`src/rtl/rf_dump_engine.sv`:
```
// rf_dump_engine: sweeps the core debug read port and streams
// every register as an index/data beat over valid/ready.
// Optional macro RF_DUMP_CHECKSUM_EN appends a final XOR beat.
// Ports: clk, rst (async, active-high), start, busy, done,
//   reg_sel/reg_data (debug port), out_valid/out_ready,
//   out_data, out_idx, out_last (stream).
module rf_dump_engine #(
    parameter int NREGS  = 32,
    parameter int SEL_W  = 5,
    parameter int DATA_W = 32,
    parameter int RD_LAT = 1
) (
    input  logic              clk,
    input  logic              rst,
    input  logic              start,
    output logic              busy,
    output logic              done,
    output logic [SEL_W-1:0]  reg_sel,
    input  logic [DATA_W-1:0] reg_data,
    output logic              out_valid,
    input  logic              out_ready,
    output logic [DATA_W-1:0] out_data,
    output logic [SEL_W-1:0]  out_idx,
    output logic              out_last
);

`ifdef RF_DUMP_CHECKSUM_EN
    typedef enum logic [2:0] {
        S_IDLE, S_SEL, S_SEND, S_SUM, S_DONE
    } state_t;
`else
    typedef enum logic [2:0] {
        S_IDLE, S_SEL, S_SEND, S_DONE
    } state_t;
`endif

    localparam logic [SEL_W-1:0] LAST_IDX = SEL_W'(NREGS - 1);
    localparam logic [1:0]       LAT      = 2'(RD_LAT);

    state_t              state_q, state_d;
    logic [SEL_W-1:0]    idx_q, idx_d;
    logic [1:0]          cnt_q, cnt_d;
    logic [DATA_W-1:0]   out_data_q, out_data_d;
    logic [SEL_W-1:0]    out_idx_q, out_idx_d;
    logic                out_last_q, out_last_d;
`ifdef RF_DUMP_CHECKSUM_EN
    logic [DATA_W-1:0]   csum_q, csum_d;
`endif

    always_ff @(posedge clk or posedge rst) begin
        if (rst) begin
            state_q    <= S_IDLE;
            idx_q      <= '0;
            cnt_q      <= '0;
            out_data_q <= '0;
            out_idx_q  <= '0;
            out_last_q <= 1'b0;
`ifdef RF_DUMP_CHECKSUM_EN
            csum_q     <= '0;
`endif
        end else begin
            state_q    <= state_d;
            idx_q      <= idx_d;
            cnt_q      <= cnt_d;
            out_data_q <= out_data_d;
            out_idx_q  <= out_idx_d;
            out_last_q <= out_last_d;
`ifdef RF_DUMP_CHECKSUM_EN
            csum_q     <= csum_d;
`endif
        end
    end

    always_comb begin
        state_d    = state_q;
        idx_d      = idx_q;
        cnt_d      = cnt_q;
        out_data_d = out_data_q;
        out_idx_d  = out_idx_q;
        out_last_d = out_last_q;
`ifdef RF_DUMP_CHECKSUM_EN
        csum_d     = csum_q;
`endif
        unique case (state_q)
            S_IDLE: begin
                if (start) begin
                    idx_d   = '0;
                    cnt_d   = '0;
`ifdef RF_DUMP_CHECKSUM_EN
                    csum_d  = '0;
`endif
                    state_d = S_SEL;
                end
            end
            // Wait RD_LAT+1 cycles for the debug port, then capture.
            S_SEL: begin
                if (cnt_q == LAT) begin
                    out_data_d = reg_data;
                    out_idx_d  = idx_q;
`ifdef RF_DUMP_CHECKSUM_EN
                    out_last_d = 1'b0;
`else
                    out_last_d = (idx_q == LAST_IDX);
`endif
                    state_d    = S_SEND;
                end else begin
                    cnt_d = cnt_q + 2'd1;
                end
            end
            S_SEND: begin
                if (out_ready) begin
`ifdef RF_DUMP_CHECKSUM_EN
                    csum_d = csum_q ^ out_data_q;
`endif
                    if (idx_q == LAST_IDX) begin
`ifdef RF_DUMP_CHECKSUM_EN
                        // Checksum beat is staged straight into the
                        // output register so SUM needs no extra mux.
                        out_data_d = csum_q ^ out_data_q;
                        out_idx_d  = '0;
                        out_last_d = 1'b1;
                        state_d    = S_SUM;
`else
                        state_d    = S_DONE;
`endif
                    end else begin
                        idx_d   = idx_q + SEL_W'(1);
                        cnt_d   = '0;
                        state_d = S_SEL;
                    end
                end
            end
`ifdef RF_DUMP_CHECKSUM_EN
            S_SUM: begin
                if (out_ready) begin
                    state_d = S_DONE;
                end
            end
`endif
            S_DONE: begin
                state_d = S_IDLE;
            end
            default: begin
                state_d = S_IDLE;
            end
        endcase
    end

    assign busy     = (state_q != S_IDLE);
    assign done     = (state_q == S_DONE);
    assign reg_sel  = idx_q;
    assign out_data = out_data_q;
    assign out_idx  = out_idx_q;
    assign out_last = out_last_q;
`ifdef RF_DUMP_CHECKSUM_EN
    assign out_valid = (state_q == S_SEND) || (state_q == S_SUM);
`else
    assign out_valid = (state_q == S_SEND);
`endif

endmodule
```
`config.mk`:
```
export PLATFORM = sky130hd
export DESIGN_NAME = rf_dump_engine
export DESIGN_NICKNAME = d
export VERILOG_FILES = /design/src/rtl/rf_dump_engine.sv
export SDC_FILE = /design/constraint.sdc
export NUM_CORES = 1
export LEC_CHECK = 0
export BUFFER_PORTS_ARGS = -buffer_cell sky130_fd_sc_hd__buf_4
export CORE_UTILIZATION = 40
export CTS_CLUSTER_DIAMETER = 120
export CTS_CLUSTER_SIZE = 25
export DETAILED_ROUTE_END_ITERATION = 12
export PLACE_DENSITY = 0.75
export SLEW_MARGIN = 30
export SYNTH_ARGS = -nofsm -noshare
export SYNTH_HDL_FRONTEND = slang
export SYNTH_SLANG_ARGS = --single-unit
```
`constraint.sdc`:
```
create_clock -name clk -period 2.4 [get_ports clk]
set_clock_uncertainty 0.2 [all_clocks]
set_input_delay 0.12 -clock clk [delete_from_list [all_inputs] [get_ports clk]]
set_output_delay 0.12 -clock clk [all_outputs]
set_load 0.03 [all_outputs]
```
== Word level (Yosys, flattened, before mapping) ==
Cells that the tools add are included.
Widths: inputs -> output; s select.
Storage, ports and cells
  flip-flop bits (word level): 48
  input bits: 36
  logic and storage cells: 40
Cells by class
  multiplexer cells: 14
  add/sub/neg operators: 2
  reductions and logical operators: 8
  equality and inequality tests: 10
Operators with widths (number)
  $mux 5: 3
  $mux 2: 5
  $pmux 5 s2: 1
  $mux 3: 3
  $pmux 3 s3: 1
  $ne 2x2->1 const B: 4
  $eq 3x2->1 const B: 2
  $pmux 2 s3: 1
  $reduce_bool 3->1: 2
  $add 5x1->5 const B: 1
  $eq 5x5->1 const B: 1
  $reduce_and 5->1: 1
  $reduce_and 4->1: 1
  $eq 3x1->1 const B: 1
  $logic_not 3->1: 1
  $reduce_and 3->1: 1
  $add 2x1->2 const B: 1
  $eq 2x1->1 const B: 1
  $ne 2x1->1 const B: 1
  $reduce_and 2->1: 1
  $reduce_bool 2->1: 1

== Longest topological paths before layout ==
Gate-level depths: netlist (run 1).
  depth in word-level cells: 4
  depth in mapped cells: 6

== Worst setup path before layout (run 1) ==
No wires, ideal clock.
  kind: register to register
  from: register idx_q[0], in the netlist reg_sel[0]
  to: register cnt_q[0]
  buffers on the path: 0
  cell stages (with the launch flop): 7
  data required time: 2.082 ns
  slack: 0.096 ns
  library setup time: 0.118 ns
  arrival: 1.986 ns
  cell sequence: dfrtp_1 -> ha_1 -> and3_1 -> ha_1 -> or3b_1 -> a221o_1 -> a21o_1
On the way
  longest elaborated chain between the ends: 3
RTL lines
  start: declaration: line 41  | logic [SEL_W-1:0] idx_q, idx_d;
  start signal: assignment: line 63  | idx_q <= idx_d;
  $eq 5x5->1: line 115  | if (idx_q == LAST_IDX) begin
  $ne 2x2->1 (no line)
  $reduce_and 5->1 (no line)
  end signal: assignment: line 64  | cnt_q <= cnt_d;
  end: declaration: line 42  | logic [1:0] cnt_q, cnt_d;
No other way between the ends.
A chain may end at the register's enable or synchronous reset.

== Worst setup path in the final report (run 1) ==
Ends and elaborated chain as after synthesis.

==> results_dict.tcl, run 1 <==
set metrics [dict create \
    synth_edf_count 0 \
    design.die.area_mm2 0.00525 \
    final_core_utilization 0.659 \
    status "completed" \
    cp_num_buf_inv 0 \
    dr.pass1.iters 5 \
    maxSlewHeadroom 0.615 \
    gp_congestion 0.823 \
    required_ns 2.38 \
    core_mm2 0.00475 \
    cts-root-buf "clkbuf_8" \
    p_seq_frac 0.329 \
    path_cells "ha_1, and3_1, ha_1, or3b_1, a221o_1, a21o_1" \
    drtAntennaViolNets 0 \
    cpMostUsedCell "ha_1" \
    post_cts_buffers 0 \
    antenna_found_initial 0 \
    power_leakage_nw 1.54 \
    nNetsFinal 298 \
    ir_worst_vdd_v 0.000780 \
    cts_tree "built" \
    yosysTopAreaCell "dfrtp_1" \
    ys_async_sr_fraction 1.00 \
    die_w_um 72.5 \
    synth-seq-cells 47 \
    maxSlewViolCount 0 \
    worstMarginPinSlew_ns 0.577 \
    crit_family "simple AND/OR/NAND/NOR gates" \
    post_cts_resized 0 \
    cp_slowest_cell "dfrtp_1" \
    internal_power_w 0.00246 \
    power_w 0.00413 \
    ys_top_cells_by_count "dfrtp_1 (47), mux2_2 (39), a22o_1 (6)" \
    cts_sinks 47 \
    globalRouteMet1Util 0.205 \
    fillCellCount 351 \
    viasPerCell 4.75 \
    num_vias 1548 \
    final_cell_count_no_fill 326 \
    netlist_area_mm2 0.00199 \
    ioPinCount 82 \
    synth_area_leaders "dfrtp_1 (59%), mux2_2 (22%), a22o_1 (2.6%), ha_1 (1.9%), buf_6 (1.1%)" \
    min_period_ns 2.19 \
    grt_util_met3 0.0361 \
    die_h_um 72.5 \
    drc_errors 0 \
    yosysUniqueCellTypes 32 \
    grt-ovfl-total 0 \
    drive_above_1_share 0.517 \
    initial_core_util 0.418 \
    grt_pass1_wl_um 7290 \
    syn_to_final_growth_pct 57.8 \
    endpoint_kind "flop" \
    power_frac_clock 0.133 \
    h-tree-depth 2 \
    synth_cells 138 \
    p_sw_w 0.00166 \
    grt_max_degree 48 \
    grt_pass1_vias 1593 \
    holdCritPathClass "in -> reg" \
    path_max_fanout 6 \
    yosysMostFrequentCell "dfrtp_1" \
    ys_warn_count 0 \
    grt_usage 0.181 \
    dp.cells 284 \
    wl_per_cell_um 14.3 \
    max_clock_freq_mhz 457 \
    worstSetupPathType "reg -> reg" \
    drt-total-wl_um 4660 \
    yosysSeqAreaShare 0.592 \
    grt_use_met2 0.341 \
    finalHoldWorstSlack_ns 0.0183 \
    combPwrFrac 0.539 \
    cap_violations 0 \
    crit_path_max_incr_delay_ns 0.39 \
    arrival_ns 2.16 \
    grt.busiest_layer "met2" \
    ys.flop_type "dfrtp_1" \
    finalSetupViolCount 0 \
    synth_nets 177 \
    power_density_mw_per_mm2 1320 \
    drtIter0Drc 51 \
    synth_top_area_frac 0.592 \
    hpwlAfterDp_um 2900 \
    cts_hold_buf 35 \
    path_clk_slew_ns 0.08 \
    core.rowCount 25 \
    antenna_cells 0 \
    clockBufferDepth 2 \
    finalCritPeriodShare 0.911 \
    finalSetupTns_ns 0 \
    rsz0062_at_grt "no" \
    clk_latency_ns 0.28 \
    cts-buffers-inserted 5 \
    worst_setup_path_start_kind "flop" \
    io_buffers 81 \
    p_sw_frac 0.403 \
    hold_viol 0 \
    synth_area_per_cell_um2 14.4 \
]
## metrics by stage
step | cell area, um2 | worst slack [ns]
after floorplan | 1990 | 0.0956
after global placement | 2680 | 0.265
after detailed placement | 2680 | 0.227
after CTS | 3140 | 0.210
after global routing | 3140 | 0.105
final | 3140 | 0.213
## sequential cells by signal (all words and copies together) (netlist names)
register and count:
out_data 32, out_idx 5, cnt_q 2, state_q 2
reg_sel 5, out_last 1
## cells by family after synthesis
| group | Yosys count | synth area share |
|---|---|---|
| multiplexers | 41 | 0.231 |
| AND/OR/NAND/NOR | 20 | 0.0668 |
| adder cells (fa/ha/maj) | 3 | 0.0189 |
| buffers and inverters | 11 | 0.0309 |
| flip-flops | 47 | 0.592 |
| AO/OA/AOI/OAI | 16 | 0.0605 |
## tightest hold or removal path, delay by kind of cell
| family | cells | cell delay (ns) |
|---|---|---|
| compound gates | 2 | 0.20 |
| buf+inv | 1 | 0.10 |
| simple gates | 1 | 0.04 |
## worst paths after layout
kind | start | end | slack (ns) | cells past startpoint
worst max-delay path | reg_sel[0] | cnt_q[0] | 0.21 | 6
worst min-delay path | start | cnt_q[1] | 0.02 | 4
worst max register to register | reg_sel[0] | cnt_q[0] | 0.21 | 6
worst min register to register | out_data[25] | out_data[25] | 0.31 | 1
max in group asynchronous | rst | out_idx[1] | 1.27 | 4
min in group asynchronous | rst | out_data[9] | 0.33 | 4
## layout by cell type (no fill, tap or decap), types with 2 or more instances in the layout
cell | netlist | routed
clkbuf_8 | 0 | 5
dlygate4sd3_1 | 0 | 35
buf_4 | 0 | 85
nand2_1 | 2 | 2
nor2_1 | 2 | 2
dfrtp_1 | 47 | 47
nand2b_1 | 2 | 2
nand3_1 | 2 | 2
nor3_1 | 2 | 2
inv_1 | 4 | 3
a22o_1 | 6 | 6
ha_1 | 3 | 3
mux2_2 | 39 | 39
o21ai_0 | 3 | 3
mux2i_1 | 2 | 2
## metal layers
layer	routed length [um]	vias up
li1	-	736
met1	1910	761
met2	2510	45
met3	172	6
met4	67	0
met5	0	-
## cell type report
class,count,area (um2),share of cell area
Clock inverter,1,30.0,0.00958
Tap cell,67,83.8,0.0267
Multi-Input combinational cell,80,749,0.239
Clock buffer,6,72.6,0.0231
Inverter,4,15.0,0.00479
Sequential cell,47,1180,0.375
Timing Repair Buffer,121,1010,0.322
## power by group through the flow
stage	registers (W)	clock network [W]	logic [W]
floorplan	0.00194	0	0.000826
global placement	0.00135	0	0.00213
detailed placement	0.00136	0	0.00216
CTS	0.00135	0.000566	0.00222
global route	0.00140	0.000591	0.00234
finish	0.00136	0.000547	0.00222
(Power assumes the default switching activity.)
==> run 2: changes to the inputs <==
--- a/config.mk
+++ b/config.mk
@@ -10,7 +10,8 @@
 export CTS_CLUSTER_DIAMETER = 120
 export CTS_CLUSTER_SIZE = 25
 export DETAILED_ROUTE_END_ITERATION = 12
-export PLACE_DENSITY = 0.75
+export PLACE_DENSITY = 0.68
+export RECOVER_POWER = 100
 export SLEW_MARGIN = 30
 export SYNTH_ARGS = -nofsm -noshare
 export SYNTH_HDL_FRONTEND = slang
==> run 2 against run 1 <==
Compared with the run above:
- critical path depth stayed put
- wire length is 0.79% lower
- non-clock buffer count stayed put
- fmax is 1.4% lower
- critical path type unchanged
- largest power group unchanged
==> results_dict.tcl, run 2 (same netlist as run 1, synthesis figures left out) <==
set metrics [dict create \
    power_frac_clock 0.171 \
    largest_reg_flops 32 \
    crit_family "simple AND/OR/NAND/NOR gates" \
    die_w_um 72.5 \
    internal_power_w 0.00227 \
    status "completed" \
    highest_layer "met4" \
    maxSlewViolCount 0 \
    maxSlewHeadroom 0.213 \
    worst_setup_path_start_kind "flop" \
    ioPinCount 82 \
    grt_pass1_wl_um 7280 \
    nNetsFinal 298 \
    drtAntennaViolNets 0 \
    required_ns 2.39 \
    power_leakage_nw 1.37 \
    wl_per_cell_um 14.1 \
    min_to "cnt_q[1]" \
    core_mm2 0.00475 \
    drtIter0Drc 77 \
    p_sw_w 0.00167 \
    h-tree-depth 2 \
    r2r_start "reg_sel[0]" \
    post_cts_buffers 0 \
    antenna_cells 0 \
    grt_pass1_vias 1572 \
    crit_path_max_incr_delay_ns 0.40 \
    num_vias 1574 \
    syn_to_final_growth_pct 49.6 \
    viasPerCell 4.81 \
    worstHoldStart "start" \
    p_sw_frac 0.423 \
    cts-root-buf "clkbuf_8" \
    wl_met3_um 255 \
    gp_congestion 0.831 \
    min_path_cells 4 \
    setup.worst_path.start "reg_sel[0]" \
    dr.pass1.iters 4 \
    endpoint_kind "flop" \
    cts_sinks 47 \
    finalSetupTns_ns 0 \
    rrSetupSlack_ns 0.18 \
    clockBufferDepth 2 \
    finalSetupViolCount 0 \
    clk_latency_ns 0.29 \
    finalHoldWorstSlack_ns 0.0464 \
    wl_met2_um 2210 \
    grt-ovfl-total 0 \
    cp_slowest_cell "dfrtp_1" \
    p_seq_frac 0.339 \
    design.die.area_mm2 0.00525 \
    arrival_ns 2.21 \
    combPwrFrac 0.491 \
    max_clock_freq_mhz 451 \
    drc_errors 0 \
    layout_common_cells "clkbuf_1 (49), dfrtp_1 (47), mux2_2 (39), buf_4 (37), dlygate4sd3_1 (35)" \
    cts-buffers-inserted 5 \
    final_common_cell "clkbuf_1" \
    path_cells "ha_1, and3_1, ha_1, or3b_1, a221o_1, a21o_1" \
    path_clk_slew_ns 0.08 \
    hold_viol 0 \
    antenna_found_initial 0 \
    drt-total-wl_um 4620 \
    worstMarginPinSlew_ns 1.18 \
    cpMostUsedCell "ha_1" \
    wl_met1_um 2080 \
    ir_worst_vdd_v 0.000872 \
    grt_max_degree 40 \
    post_cts_resized 0 \
    final_core_utilization 0.625 \
    min_period_ns 2.22 \
    timing.rr.end "cnt_q[0]" \
    rsz0062_at_grt "no" \
    finalCritPeriodShare 0.924 \
    drive_above_1_share 0.331 \
    cap_violations 0 \
    grt_usage 0.180 \
    hpwlAfterDp_um 3030 \
    path_max_fanout 6 \
    core.rowCount 25 \
    initial_core_util 0.418 \
    holdCritPathClass "in -> reg" \
    cts_tree "built" \
    io_buffers 81 \
    worst-r2r-cell-count 6 \
    power_density_mw_per_mm2 1320 \
    worstSetupPathType "reg -> reg" \
    die_h_um 72.5 \
    cp_num_buf_inv 0 \
]
-- run 2: worst max path at each step --
stage | endpoint | cells after the start
4_1_cts | cnt_q[0] | 6
5_1_grt | out_data[6] | 4
2_1_floorplan | cnt_q[0] | 6
3_3_place_gp | cnt_q[0] | 6
3_5_place_dp | cnt_q[0] | 6
6_report | cnt_q[0] | 6
-- run 2: area by class of cell --
cell class | count | area (um2)
Tap cell | 67 | 83.8
Clock buffer | 6 | 72.6
Inverter | 4 | 15.0
Fill cell | 430 | 1780
Timing Repair Buffer | 121 | 816
Sequential cell | 47 | 1180
Clock inverter | 2 | 60.1
Multi-Input combinational cell | 80 | 749
-- run 2: what timing repair did --
item / in CTS / in global routing
endpoints found under the setup margin: 0 / 0
hold buffers: 35 / 0
hold endpoints to repair: 80 / 0
-- run 2: tightest hold or removal path, cell delays in order --
cell and delay [ns]:
buf_4 0.10, nor2_1 0.04, a21oi_1 0.16, o31ai_1 0.08
-- run 2: stage by stage --
stage	worst slack [ns]	total power, W	instance area, um2	std cells
4_1_cts	0.189	0.00426	3150	327
2_1_floorplan	0.0956	0.00277	1990	138
3_3_place_gp	0.273	0.00343	2670	284
6_report	0.182	0.00394	2970	327
3_5_place_dp	0.202	0.00352	2670	284
5_1_grt	0.0973	0.00414	2970	327
-- run 2: metal layers --
metal  up-vias  global-route usage
met5         -                   0
met4         0              0.0588
met1       759               0.226
met3         9              0.0403
met2        67               0.308
li1        739                   -
-- run 2: power by group through the flow --
stage	Combinational, W	Clock, W	Sequential [W]
2_1_floorplan	0.000826	0	0.00194
3_3_place_gp	0.00210	0	0.00133
3_5_place_dp	0.00216	0	0.00135
4_1_cts	0.00223	0.000689	0.00134
5_1_grt	0.00205	0.000724	0.00137
6_report	0.00193	0.000673	0.00133
==> run 3: changes to the inputs <==
--- a/config.mk
+++ b/config.mk
@@ -12,6 +12,7 @@
 export DETAILED_ROUTE_END_ITERATION = 12
 export PLACE_DENSITY = 0.68
 export RECOVER_POWER = 100
+export REMOVE_ABC_BUFFERS = 1
 export SLEW_MARGIN = 30
 export SYNTH_ARGS = -nofsm -noshare
 export SYNTH_HDL_FRONTEND = slang
==> run 3 against run 2 <==
Compared with the run above:
- fmax shrank 3.0%
- count of clock-buffer cells in the layout grew 1
- critical endpoint unchanged
- critical path depth is the same
- largest cell class unchanged
- sequential power about the same
- final cell count decreased by 0.92%
- register-to-register slack worse by 0.07 ns
- setup slack worse by 0.070 ns
- non-clock buffer count fell by 3
- global-route usage is 0.99 points higher
==> results_dict.tcl, run 3 (same netlist as run 1, synthesis figures left out) <==
set metrics [dict create \
    grt_usage 0.190 \
    path_max_fanout 6 \
    wl_per_cell_um 14.7 \
    arrival_ns 2.28 \
    core.rowCount 25 \
    viasPerCell 4.79 \
    power_leakage_nw 1.34 \
    power_density_mw_per_mm2 1290 \
    max_clock_freq_mhz 437 \
    syn_to_final_growth_pct 47.8 \
    drc_errors 0 \
    timing.rr.end "cnt_q[0]" \
    drive_above_1_share 0.335 \
    clk_latency_ns 0.30 \
    multi_input_area_um2 749 \
    grt-ovfl-total 0 \
    maxSlewHeadroom 0.477 \
    finalHoldWorstSlack_ns 0.308 \
    worst-r2r-cell-count 6 \
    grt_pass1_wl_um 7580 \
    rsz0062_at_grt "no" \
    required_ns 2.39 \
    fin_area_mm2 0.00294 \
    ioPinCount 82 \
    fillCellCount 430 \
    antenna_cells 0 \
    endpoint_kind "flop" \
    layout_common_cells "dfrtp_1 (47), clkbuf_1 (45), mux2_2 (38), dlygate4sd3_1 (36), buf_4 (36)" \
    r2r_start "reg_sel[0]" \
    post_cts_resized 0 \
    gp_congestion 0.875 \
    grt_max_degree 48 \
    final_common_cell "dfrtp_1" \
    drtAntennaViolNets 0 \
    core_mm2 0.00475 \
    worst_setup_path_start_kind "flop" \
    worstMarginPinSlew_ns 0.783 \
    die_w_um 72.5 \
    maxSlewViolCount 0 \
    seq_area_mm2 0.00118 \
    cts-root-buf "clkbuf_8" \
    ir_worst_vdd_v 0.000589 \
    cts-buffers-inserted 5 \
    drt-total-wl_um 4760 \
    num_vias 1551 \
    cts_sinks 47 \
    placed_cell_area_mm2 0.00264 \
    antenna_found_initial 0 \
    finalCritPeriodShare 0.953 \
    rrSetupSlack_ns 0.11 \
    cts_tree "built" \
    largest_reg_flops 32 \
    cap_violations 0 \
    finalSetupTns_ns 0 \
    hpwlAfterDp_um 2970 \
    io_buffers 81 \
    worstSetupPathType "reg -> reg" \
    dr.pass1.iters 4 \
    die_h_um 72.5 \
    clockBufferDepth 2 \
    hold_viol 0 \
    drtIter0Drc 59 \
    design.die.area_mm2 0.00525 \
    finalSetupViolCount 0 \
    initial_core_util 0.418 \
    nNetsFinal 295 \
    h-tree-depth 2 \
    min_period_ns 2.29 \
    grt_pass1_vias 1640 \
    holdCritPathClass "in -> async" \
    final_core_utilization 0.618 \
    status "completed" \
    path_clk_slew_ns 0.08 \
]
run 3: worst max-delay path by stage:
stage                     from        to  slack, ns  cells after the start
global placement    reg_sel[0]  cnt_q[0]       0.19                      6
floorplan           reg_sel[0]  cnt_q[0]        0.1                      6
CTS                 reg_sel[0]  cnt_q[0]       0.13                      6
global route        reg_sel[0]  cnt_q[0]       0.01                      6
finish              reg_sel[0]  cnt_q[0]       0.11                      6
detailed placement  reg_sel[0]  cnt_q[0]       0.14                      6
run 3: repair_timing:
item	in CTS	in global routing
buffers inserted	0	0
endpoints found under the hold margin	81	0
hold buffers	36	0
run 3: critical path: stages (launching register included):
cell     delay [ns]
dfrtp_1        0.45
ha_1           0.24
and3_1         0.18
ha_1           0.24
or3b_1         0.39
a221o_1        0.30
a21o_1         0.17
run 3: report_power, final:
part	internal (W)	switching [W]
combinational	0.000705	0.00120
clock	0.000262	0.000250
sequential	0.00114	0.000226
run 3: layer usage:
metal	share of wire	global-route usage	vias to the layer above
met3	0.071	0.0458	9
met4	0.019	0.0893	0
met2	0.49	0.330	65
li1	-	-	730
met5	0	0	-
met1	0.42	0.221	747
run 3: layout make-up:
type | instances | share of cell area
clock buffer | 7 | 0.0328
sequential | 47 | 0.401
multi-input combinational | 80 | 0.255
inverter | 4 | 0.00554
tap | 67 | 0.0285
timing repair buffer | 118 | 0.275
clock inverter | 1 | 0.00256
run 3: per-stage QoR:
stage / setup slack [ns] / power [W] / cells
4_1_cts: 0.128 / 0.00408 / 324
5_1_grt: 0.0134 / 0.00400 / 324
3_5_place_dp: 0.144 / 0.00349 / 280
2_1_floorplan: 0.0956 / 0.00271 / 131
6_report: 0.112 / 0.00378 / 324
3_3_place_gp: 0.186 / 0.00342 / 280
